## src/rtl/sr04_scan_ctrl.sv

```systemverilog
`timescale 1ns/1ps
// -----------------------------------------------------------------------------
// sr04_scan_ctrl
//
// Round-robin scan controller for up to NUM_SENS HC-SR04 ultrasonic sensors
// that share a single echo-width timer. For each enabled sensor in turn it
// fires a trigger pulse, times the echo high phase in microseconds, and
// enforces an echo timeout and a minimum trigger-to-trigger gap. Each
// measurement is published as one tagged 19-bit result.
//
// Optional feature macro: SR04_TIMEOUT_REPORT_EN
//   defined   : a timeout also strobes dist_valid with dist_data = 19'h7FFFF
//               ("out of range") and dist_id = the timed-out sensor.
//   undefined : a timeout only sets the sticky timeout flag.
//
// Ports:
//   clk        in   system clock
//   rstn       in   asynchronous reset, ACTIVE-HIGH despite the name
//   en         in   scan enable; 0 parks the FSM in IDLE once the slot ends
//   sens_mask  in   [NUM_SENS] sensors included in the scan
//   echo       in   [NUM_SENS] raw (asynchronous) echo inputs
//   trig       out  [NUM_SENS] trigger outputs, one-hot or zero
//   dist_data  out  [19] echo high time in us, saturating
//   dist_id    out  [3]  sensor index that produced dist_data
//   dist_valid out  one-cycle result strobe
//   timeout    out  sticky timeout flag, cleared by the next good result
//   busy       out  high whenever the FSM is not in IDLE
// -----------------------------------------------------------------------------
module sr04_scan_ctrl #(
  parameter int CLK_FREQ   = 50_000_000,
  parameter int NUM_SENS   = 4,
  parameter int TRIG_US    = 10,
  parameter int TIMEOUT_US = 30_000,
  parameter int GAP_US     = 60_000
) (
  input  logic                clk,
  input  logic                rstn,
  input  logic                en,
  input  logic [NUM_SENS-1:0] sens_mask,
  input  logic [NUM_SENS-1:0] echo,
  output logic [NUM_SENS-1:0] trig,
  output logic [18:0]         dist_data,
  output logic [2:0]          dist_id,
  output logic                dist_valid,
  output logic                timeout,
  output logic                busy
);

  localparam int DIV   = (CLK_FREQ / 1_000_000 < 1) ? 1 : CLK_FREQ / 1_000_000;
  localparam int DIV_W = (DIV > 1) ? $clog2(DIV) : 1;
  localparam int SEL_W = (NUM_SENS > 1) ? $clog2(NUM_SENS) : 1;
  localparam int CNT_W = 24;

  localparam logic [DIV_W-1:0] DIV_LAST  = DIV_W'(DIV - 1);
  localparam logic [CNT_W-1:0] TRIG_LAST = CNT_W'(TRIG_US - 1);
  localparam logic [CNT_W-1:0] TMO_LIM   = CNT_W'(TIMEOUT_US);
  localparam logic [CNT_W-1:0] GAP_LIM   = CNT_W'(GAP_US);
  localparam logic [CNT_W-1:0] CNT_MAX   = '1;
  localparam logic [CNT_W-1:0] DATA_MAX  = CNT_W'(19'h7FFFF);
  localparam logic [SEL_W-1:0] SEL_LAST  = SEL_W'(NUM_SENS - 1);

  typedef enum logic [2:0] {
    S_IDLE,
    S_TRIG,
    S_WAIT_RISE,
    S_MEASURE,
    S_STORE,
    S_GAP
  } state_t;

  state_t state, state_nxt;

  // ---------------------------------------------------------------------------
  // 1 us tick divider. With DIV == 1 the counter stays at zero and the tick is
  // asserted every clock.
  // ---------------------------------------------------------------------------
  logic [DIV_W-1:0] div_cnt;
  logic             us_tick;

  // NOTE: rstn is active-high here, so the sensitivity list uses posedge rstn.
  always_ff @(posedge clk or posedge rstn) begin
    if (rstn) begin
      div_cnt <= '0;
    end else if (div_cnt == DIV_LAST) begin
      div_cnt <= '0;
    end else begin
      div_cnt <= div_cnt + 1'b1;
    end
  end

  assign us_tick = (div_cnt == DIV_LAST);

  // ---------------------------------------------------------------------------
  // Echo synchronisers: two flops for metastability, a third copy for edges.
  // Keeping the third stage per bit means a change of sel never fabricates an
  // edge from the previously selected sensor.
  // ---------------------------------------------------------------------------
  logic [NUM_SENS-1:0] echo_s1, echo_s2, echo_s3;
  logic [SEL_W-1:0]    sel, ptr;
  logic                echo_sel, echo_rise, echo_fall;

  always_ff @(posedge clk or posedge rstn) begin
    if (rstn) begin
      echo_s1 <= '0;
      echo_s2 <= '0;
      echo_s3 <= '0;
    end else begin
      // NOTE: non-blocking assignments let every stage sample the old value of
      // the previous stage, which is what makes this a three-deep pipeline.
      echo_s1 <= echo;
      echo_s2 <= echo_s1;
      echo_s3 <= echo_s2;
    end
  end

  assign echo_sel  = echo_s2[sel];
  assign echo_rise = echo_s2[sel] & ~echo_s3[sel];
  assign echo_fall = ~echo_s2[sel] & echo_s3[sel];

  // ---------------------------------------------------------------------------
  // Next-sensor arbiter: first set mask bit at or after ptr, wrapping. Walking
  // the offsets from high to low lets the smallest offset win.
  // ---------------------------------------------------------------------------
  logic [SEL_W-1:0] pick;
  logic [SEL_W-1:0] idx_c;
  logic             found;

  always_comb begin
    // NOTE: every combinational output is given a default first so that no
    // path through the block can infer a latch.
    pick  = '0;
    found = 1'b0;
    idx_c = '0;
    for (int i = NUM_SENS - 1; i >= 0; i--) begin
      idx_c = SEL_W'((int'(ptr) + i) % NUM_SENS);
      if (sens_mask[idx_c]) begin
        pick  = idx_c;
        found = 1'b1;
      end
    end
  end

  // ---------------------------------------------------------------------------
  // FSM: state register plus next-state / control decode.
  // ---------------------------------------------------------------------------
  logic [CNT_W-1:0] us_cnt, gap_cnt;
  logic load_sel, cnt_clr, us_clr, us_inc, do_store, do_tmo, ptr_adv;

  always_ff @(posedge clk or posedge rstn) begin
    if (rstn) begin
      state <= S_IDLE;
    end else begin
      state <= state_nxt;
    end
  end

  always_comb begin
    state_nxt = state;
    load_sel  = 1'b0;
    cnt_clr   = 1'b0;
    us_clr    = 1'b0;
    us_inc    = 1'b0;
    do_store  = 1'b0;
    do_tmo    = 1'b0;
    ptr_adv   = 1'b0;
    case (state)
      S_IDLE: begin
        if (en && found) begin
          load_sel  = 1'b1;
          cnt_clr   = 1'b1;
          state_nxt = S_TRIG;
        end
      end
      S_TRIG: begin
        if (us_tick) begin
          if (us_cnt >= TRIG_LAST) begin
            us_clr    = 1'b1;
            state_nxt = S_WAIT_RISE;
          end else begin
            us_inc = 1'b1;
          end
        end
      end
      S_WAIT_RISE: begin
        // An edge beats a simultaneous timeout.
        if (echo_rise) begin
          us_clr    = 1'b1;
          state_nxt = S_MEASURE;
        end else if (us_cnt >= TMO_LIM) begin
          do_tmo    = 1'b1;
          state_nxt = S_GAP;
        end else if (us_tick) begin
          us_inc = 1'b1;
        end
      end
      S_MEASURE: begin
        if (echo_fall) begin
          state_nxt = S_STORE;
        end else if (us_cnt >= TMO_LIM) begin
          do_tmo    = 1'b1;
          state_nxt = S_GAP;
        end else if (us_tick && echo_sel) begin
          us_inc = 1'b1;
        end
      end
      S_STORE: begin
        do_store  = 1'b1;
        state_nxt = S_GAP;
      end
      S_GAP: begin
        if (gap_cnt >= GAP_LIM) begin
          ptr_adv   = 1'b1;
          state_nxt = S_IDLE;
        end
      end
      default: state_nxt = S_IDLE;
    endcase
  end

  // ---------------------------------------------------------------------------
  // Datapath: counters, pointer, result registers.
  // ---------------------------------------------------------------------------
  always_ff @(posedge clk or posedge rstn) begin
    if (rstn) begin
      us_cnt     <= '0;
      gap_cnt    <= '0;
      sel        <= '0;
      ptr        <= '0;
      dist_data  <= '0;
      dist_id    <= '0;
      dist_valid <= 1'b0;
      timeout    <= 1'b0;
    end else begin
      dist_valid <= 1'b0;

      if (cnt_clr || us_clr) begin
        us_cnt <= '0;
      end else if (us_inc && us_cnt != CNT_MAX) begin
        us_cnt <= us_cnt + 1'b1;
      end

      // gap_cnt measures time since trigger start, so it runs in every
      // non-idle state regardless of what the echo timer is doing.
      if (cnt_clr) begin
        gap_cnt <= '0;
      end else if (state != S_IDLE && us_tick && gap_cnt != CNT_MAX) begin
        gap_cnt <= gap_cnt + 1'b1;
      end

      if (load_sel) begin
        sel <= pick;
      end

      if (ptr_adv) begin
        ptr <= (sel == SEL_LAST) ? '0 : sel + 1'b1;
      end

      if (do_store) begin
        dist_valid <= 1'b1;
        dist_data  <= (us_cnt > DATA_MAX) ? 19'h7FFFF : us_cnt[18:0];
        dist_id    <= 3'(sel);
        timeout    <= 1'b0;
      end

      if (do_tmo) begin
        timeout <= 1'b1;
`ifdef SR04_TIMEOUT_REPORT_EN
        dist_valid <= 1'b1;
        dist_data  <= 19'h7FFFF;
        dist_id    <= 3'(sel);
`endif
      end
    end
  end

  // ---------------------------------------------------------------------------
  // Outputs decoded from state so reset removes the trigger asynchronously.
  // ---------------------------------------------------------------------------
  always_comb begin
    trig = '0;
    if (state == S_TRIG) begin
      trig[sel] = 1'b1;
    end
  end

  assign busy = (state != S_IDLE);

endmodule

```

## config.mk

```make
export PLATFORM = sky130hd
export DESIGN_NAME = sr04_scan_ctrl
export DESIGN_NICKNAME = d
export VERILOG_FILES = /design/src/rtl/sr04_scan_ctrl.sv
export SDC_FILE = /design/constraint.sdc
export NUM_CORES = 1
export LEC_CHECK = 0
export CORE_UTILIZATION = 40
export CTS_BUF_LIST = sky130_fd_sc_hd__clkbuf_8 sky130_fd_sc_hd__clkbuf_16
export DETAILED_ROUTE_END_ITERATION = 10
export DONT_BUFFER_PORTS = 1
export SLEW_MARGIN = 15
export SYNTH_ARGS = -nofsm -noshare
export SYNTH_HDL_FRONTEND = slang
export SYNTH_SLANG_ARGS = --single-unit
```

## constraint.sdc

```tcl
create_clock -name clk -period 5.1 [get_ports clk]
set_input_delay 0.51 -clock clk [delete_from_list [all_inputs] [get_ports clk]]
set_output_delay 0.51 -clock clk [all_outputs]
set_load 0.02 [all_outputs]
```

==> flow_summary_export.csv, run 1 <==
group,metric,value,unit
worst_setup_path,critPathKind,"register to register",
placed_design,dp_slack,1.97,ns
pwr,p_seq_frac,0.535,
synthesis,yosys_warnings,0,
global_route,grt_use_total,0.167,
synthesis,yosys.cell_types.count,59,
pwr,p_sw_frac,0.223,
global_route,grt_max_degree,53,
timing,slew_violations,0,
min_path,hold_class,"primary input to asynchronous set/reset pin",
run_status,status,"completed",
synthesis,synth_fa_ha_area_frac,0.0322,
synthesis,yosysTopAreaCell,"dfrtp_1",
pwr,p_switching,330,uW
synthesis,synth-simple-area-share,0.216,
synthesis,syn_area_per_cell,10.2,um2
floorplanning,rows,39,
synthesis,synthMuxAreaShare,0.0429,
cts,h-tree-depth,3,
worst_setup_path,required,5.37,ns
cts,hold_buffers,0,
timing,rsz0062_at_grt,"false",
cts,numCtsBuffers,9,
floorplanning,dieArea,12100,um2
synthesis,async_flop_share,1.00,
final_layout,nets,472,
floorplanning,fp.coreArea,11400,um2
run,maxCapViolations,0,
worst_setup_path,endpoint_kind,"register",
synthesis,ys_seq_area_frac,0.514,
drt,detail-route-antenna-nets,0,
floorplanning,die_y,110,um
cts,cts.root.buffer_cell,"clkbuf_16",
drt,routed_wirelength,9100,um
cts,clock-sinks,96,
pwr,pwr-share-comb,0.035,
pwr,internal_power,1.15,mW
synthesis,synth_ff_type,"dfrtp_1",
cts,cts_setup_buffers,0,
final_layout,diodes,0,
pwr,leakage,2.29,nW
synthesis,netlist_top_cells_area,"dfrtp_1, o22a_1, nor2_1",
synthesis,synth_compound_area_frac,0.113,
timing,fmax,316,MHz
placed_design,numPortBuffers,0,
worst_setup_path,worstPathMaxFanout,11,
pwr,ir_drop,0.210,mV
timing,tightest_slew,1.01,ns
placed_design,postPlaceCellArea,4780,um2
cts,cts_tree,"yes",
worst_setup_path,start_kind,"register",
drt,wl_per_cell,15.3,um
global_route,antenna_found_initial,0,
timing,fin_ws,1.94,ns
timing,period_share,0.620,
synthesis,synth-edff-count,0,
drt,drtIter0Drc,179,
drt,post-route-drc-count,0,
synthesis,syn_area,4670,um2
final_layout,area_growth,8.47,%
cts,clk_pin_slew,0.07,ns
cts,cts_resized,0,
floorplanning,die_w,110,um
floorplanning,start_util,0.409,
synthesis,mappedNetlistNets,480,
global_route,grt_pass1_wl,15200,um
global_route,grt_pass1_vias,3106,
drt,dr_total_vias,3275,
drt,vias_per_cell,5.49,
pwr,power_density,292,nW/um2
timing,slew_headroom,0.325,
placed_design,gp_congestion,0.833,
timing,period_minus_slack,3.16,ns
synthesis,synth_top_area_share,0.514,
final_layout,drive_above_1_share,0.0839,
timing,timing.hold.ws,0.120,ns
timing,final.setup_skew,0.00892,ns
synthesis,synth_xor_area_frac,0.0450,
synthesis,synthCells,457,
worst_setup_path,arrival,3.43,ns
drt,first_pass_iters,4,
cts,cts.path.max_buffers,2,
synthesis,synth_top_family_by_area,"simple AND/OR/NAND/NOR gates",
timing,finalHoldViolCount,0,
floorplanning,ios,40,
cts,insertion_delay,0.35,ns
final_layout,fin_area,5060,um2
global_route,grt-ovfl-total,0,
placed_design,dp_hpwl,6340,um
timing,fin_setup_tns,0,ns
pwr,p_clk_frac,0.430,
synthesis,ys_ff_latch,96,
timing,setup_viol,0,
## synthesized netlist by cell type, types with 4 or more instances
master,count
dfrtp_1,96
nor2_1,41
nand2_1,38
nand3_1,22
a21oi_1,19
clkbuf_1,18
o22a_1,18
inv_1,17
and2_1,16
xor2_1,13
ha_1,12
nand4_1,12
or3_1,12
mux2i_1,11
o21ai_1,11
xnor2_1,11
nor4_1,10
and3_1,7
nor3_1,6
o21ai_0,5
mux2_2,4
or4_1,4
## power groups by stage
stage               combinational, mW  clock (mW)  sequential (mW)
floorplan                      0.0444           0            0.799
global placement               0.0527           0            0.804
detailed placement             0.0536           0            0.804
CTS                            0.0540       0.653            0.790
global route                   0.0612       0.691            0.792
finish                         0.0522       0.634            0.790
## metal layers
metal / vias up / part of all wire / global-route usage
met2: 65 / 0.46 / 0.259
li1: 1609 / - / -
met3: 8 / 0.044 / 0.0588
met1: 1593 / 0.48 / 0.218
met4: 0 / 0.011 / 0.0524
met5: - / 0 / 0
## stage by stage
| stage | util | std cells | total power [mW] |
|---|---|---|---|
| finish | 0.444 | 596 | 1.48 |
| global route | 0.444 | 596 | 1.54 |
| CTS | 0.444 | 596 | 1.50 |
| detailed placement | 0.419 | 581 | 0.858 |
| global placement | 0.419 | 581 | 0.856 |
| floorplan | - | 457 | 0.844 |
## critical path: stages, from the launching register on
cell       delay (ns)
dfrtp_1          0.43
inv_1            0.15
ha_1             0.15
or3b_2           0.45
a2111oi_0        0.63
a21oi_1          0.18
o31ai_1          0.83
nand2_1          0.11
mux2i_1          0.14
## cell families (layout without fill, tap and decap cells)
kind of cell / count (synthesis) / in the layout
AO/OA/AOI/OAI: 76 / 76
flip-flops: 96 / 96
adder cells (fa/ha/maj): 12 / 12
multiplexers: 18 / 18
other: 1 / 1
XOR/XNOR: 24 / 24
buffers and inverters: 41 / 37
AND/OR/NAND/NOR: 189 / 189
## sequential cells by signal, indices dropped and copies added (netlist names), 3 cells and up
| name | flops |
|---|---|
| state | 3 |
| us_cnt | 24 |
| echo_s2 | 4 |
| gap_cnt | 24 |
| echo_s3 | 4 |
| echo_s1 | 4 |
| dist_data | 19 |
| div_cnt | 6 |
## layout make-up
type	instances	area [um2]
Tap cell	143	179
Sequential cell	96	2400
Multi-Input combinational cell	320	2100
Inverter	19	73.8
Timing Repair Buffer	3	22.5
Clock buffer	11	253
Fill cell	1089	6350
Clock inverter	4	30.0
## final timing paths
check / startpoint / endpoint / slack [ns] / cells after the start
max reg2reg: us_cnt[0]$_DFFE_PP0P_ / us_cnt[12]$_DFFE_PP0P_ / 1.94 / 8
min: rstn / dist_valid$_DFF_PP0_ / 0.12 / 1
max: us_cnt[0]$_DFFE_PP0P_ / us_cnt[12]$_DFFE_PP0P_ / 1.94 / 8
min reg2reg: echo_s1[2]$_DFF_PP0_ / echo_s2[2]$_DFF_PP0_ / 0.35 / 0
max in group asynchronous: rstn / us_cnt[21]$_DFFE_PP0P_ / 3.93 / 2
min in group clk: echo[0] / echo_s1[0]$_DFF_PP0_ / 0.19 / 0
## layout by cell type (no fill, tap or decap), drive strengths merged, types with 6 or more instances in the layout
| master | synthesis | final |
|---|---|---|
| a21oi | 19 | 19 |
| and2 | 17 | 17 |
| and3 | 7 | 7 |
| clkbuf | 18 | 11 |
| dfrtp | 96 | 96 |
| ha | 12 | 12 |
| inv | 19 | 19 |
| mux2 | 6 | 6 |
| mux2i | 11 | 11 |
| nand2 | 38 | 38 |
| nand3 | 22 | 22 |
| nand4 | 12 | 12 |
| nor2 | 42 | 42 |
| nor3 | 6 | 6 |
| nor4 | 12 | 12 |
| o21ai | 16 | 16 |
| o22a | 18 | 18 |
| or3 | 12 | 12 |
| or4 | 6 | 6 |
| xnor2 | 11 | 11 |
| xor2 | 13 | 13 |
No activity file was read; power rests on OpenSTA's default activity.
==> run 2: changes to the inputs <==
- clock period: 5.1 -> 2.94 ns (I/O delays scaled with it)
==> flow_summary_export.csv, run 2 (same netlist as run 1, synthesis figures left out) <==
group,metric,value,unit
worst_setup_path,timing.rr.end,"us_cnt[5]$_DFFE_PP0P_",
cts,clock-sinks,96,
cts,clk_pin_slew,0.07,ns
placed_design,dp_hpwl,6590,um
floorplanning,rows,39,
timing,final.setup_skew,0.0103,ns
floorplanning,die_y,110,um
floorplanning,ios,40,
global_route,grt_use_total,0.174,
worst_setup_path,crit_chain,"inv_1 > ha_1 > or3b_2 > a2111oi_1 > buf_4 > a21oi_1 > o31a_1 > a21oi_1",
run,maxCapViolations,0,
timing,fmax,376,MHz
global_route,antenna_found_initial,0,
global_route,grt-ovfl-total,0,
timing,slew_violations,0,
drt,detail-route-antenna-nets,0,
run_status,status,"finished with violations",
floorplanning,die_w,110,um
worst_setup_path,required,3.20,ns
floorplanning,dieArea,12100,um2
floorplanning,fp.coreArea,11400,um2
timing,setup_viol,0,
drt,dr_total_vias,3358,
worst_setup_path,critPathKind,"register to register",
worst_setup_path,path_buf_inv,2,
pwr,ir_drop,0.464,mV
drt,routed_wirelength,9410,um
worst_setup_path,r2r_start,"us_cnt[0]$_DFFE_PP0P_",
timing,finalHoldViolCount,37,
cts,h-tree-depth,3,
worst_setup_path,cpMaxStageDelayCell,"o31a_1",
worst_setup_path,endpoint_kind,"register",
worst_setup_path,cp.depth,8,
worst_setup_path,crit_path_frequent_cell,"a21oi_1",
timing,timing.hold.ws,-0.00844,ns
drt,post-route-drc-count,0,
worst_setup_path,crit_family,"compound AO/OA/AOI/OAI gates",
final_layout,layout_common_cells,"dfrtp_1, nor2_1, nand2_1",
worst_setup_path,arrival,2.93,ns
timing,period_minus_slack,2.66,ns
run_status,violations,"negative hold slack",
cts,cts.root.buffer_cell,"clkbuf_16",
worst_setup_path,r2r_slack,0.28,ns
pwr,leakage,2.37,nW
final_layout,area_growth,11.8,%
cts,cts_tree,"yes",
cts,numCtsBuffers,9,
placed_design,numPortBuffers,0,
final_layout,diodes,0,
min_path,hold_class,"primary input to asynchronous set/reset pin",
global_route,grt_pass1_vias,3286,
timing,rsz0062_at_grt,"false",
final_layout,drive_above_1_share,0.103,
timing,period_share,0.906,
worst_setup_path,crit_path_start,"us_cnt[0]$_DFFE_PP0P_",
final_layout,nets,485,
drt,vias_per_cell,5.50,
cts,cts_setup_buffers,0,
cts,insertion_delay,0.35,ns
placed_design,gp_congestion,0.822,
final_layout,mostFrequentLayoutCell,"dfrtp_1",
pwr,power_density,512,nW/um2
final_layout,finish.utilization,0.457,
global_route,grt_max_degree,65,
pwr,totalPowerFinal,2.68,mW
worst_setup_path,endpoint,"us_cnt[5]$_DFFE_PP0P_",
worst_setup_path,critPathMaxStageDelay,0.48,ns
drt,wl_per_cell,15.4,um
timing,slew_headroom,0.457,
timing,fin_setup_tns,0,ns
timing,tightest_slew,0.814,ns
drt,drtIter0Drc,160,
cts,cts.path.max_buffers,2,
final_layout,largest_registers,"gap_cnt (24), us_cnt (24), dist_data (19)",
worst_setup_path,r2r_cells,8,
global_route,grt_pass1_wl,16200,um
drt,first_pass_iters,4,
floorplanning,start_util,0.409,
worst_setup_path,worstPathMaxFanout,13,
worst_setup_path,start_kind,"register",
==> run 2: worst min-delay path by stage <==
| stage | to | slack (ns) | depth (start not counted) |
|---|---|---|---|
| after floorplan | echo_s1[0]$_DFF_PP0_ | 0.33 | 0 |
| after global placement | echo_s1[0]$_DFF_PP0_ | 0.33 | 0 |
| after detailed placement | echo_s1[1]$_DFF_PP0_ | 0.33 | 0 |
| after CTS | gap_cnt[20]$_DFFE_PP0P_ | 0.02 | 1 |
| after global routing | gap_cnt[20]$_DFFE_PP0P_ | 0.07 | 1 |
| final | dist_data[2]$_DFFE_PP0P_ | -0.008 | 1 |
==> run 2: routing by layer <==
metal	part of all wire	vias up	track usage
met5	0	-	0
met4	0.014	0	0.0610
met3	0.033	8	0.0412
met2	0.46	54	0.266
met1	0.49	1646	0.242
li1	-	1650	-
==> run 2: report_power, final <==
part / internal, mW / leakage [nW] / switching, mW
logic: 0.0378 / 1.06 / 0.0651
registers: 1.34 / 1.16 / 0.0237
clock network: 0.728 / 0.155 / 0.476
total: 2.11 / 2.37 / 0.565
==> run 2: area by class of cell <==
cell class / instances / area, um2
Fill cell: 1091 / 6200
Clock buffer: 12 / 267
Multi-Input combinational cell: 320 / 2110
Tap cell: 143 / 179
Clock inverter: 4 / 51.3
Timing Repair Buffer: 16 / 143
Inverter: 19 / 73.8
Sequential cell: 96 / 2400
==> run 2: repair_timing <==
action / in CTS / in global routing
endpoints found under the setup margin: 0 / 5
hold endpoints to repair: 4 / 0
gates resized for setup: 0 / 1
hold buffers: 4 / 0
==> run 2: worst reg2reg max path: cells and delay by family, from the launching register on <==
family	cells	cell delay, ns
AOI/OAI and AO/OA	4	1.19
adders and majority gates	1	0.15
buffers and inverters	2	0.33
DFF	1	0.44
and+or+nand+nor	1	0.46
==> run 2: through the flow <==
stage          instances  instance area (um2)  setup WS [ns]
2_1_floorplan        457                 4670          0.141
3_3_place_gp         590                 4860          0.329
3_5_place_dp         590                 4860          0.193
4_1_cts              610                 5220          0.152
5_1_grt              610                 5220         0.0637
6_report             610                 5220          0.278
==> run 3: changes to the inputs <==
- CAP_MARGIN: unset -> 10
==> results of run 3 <==
Final layout, timing and power as in run 2 (identical DEF).
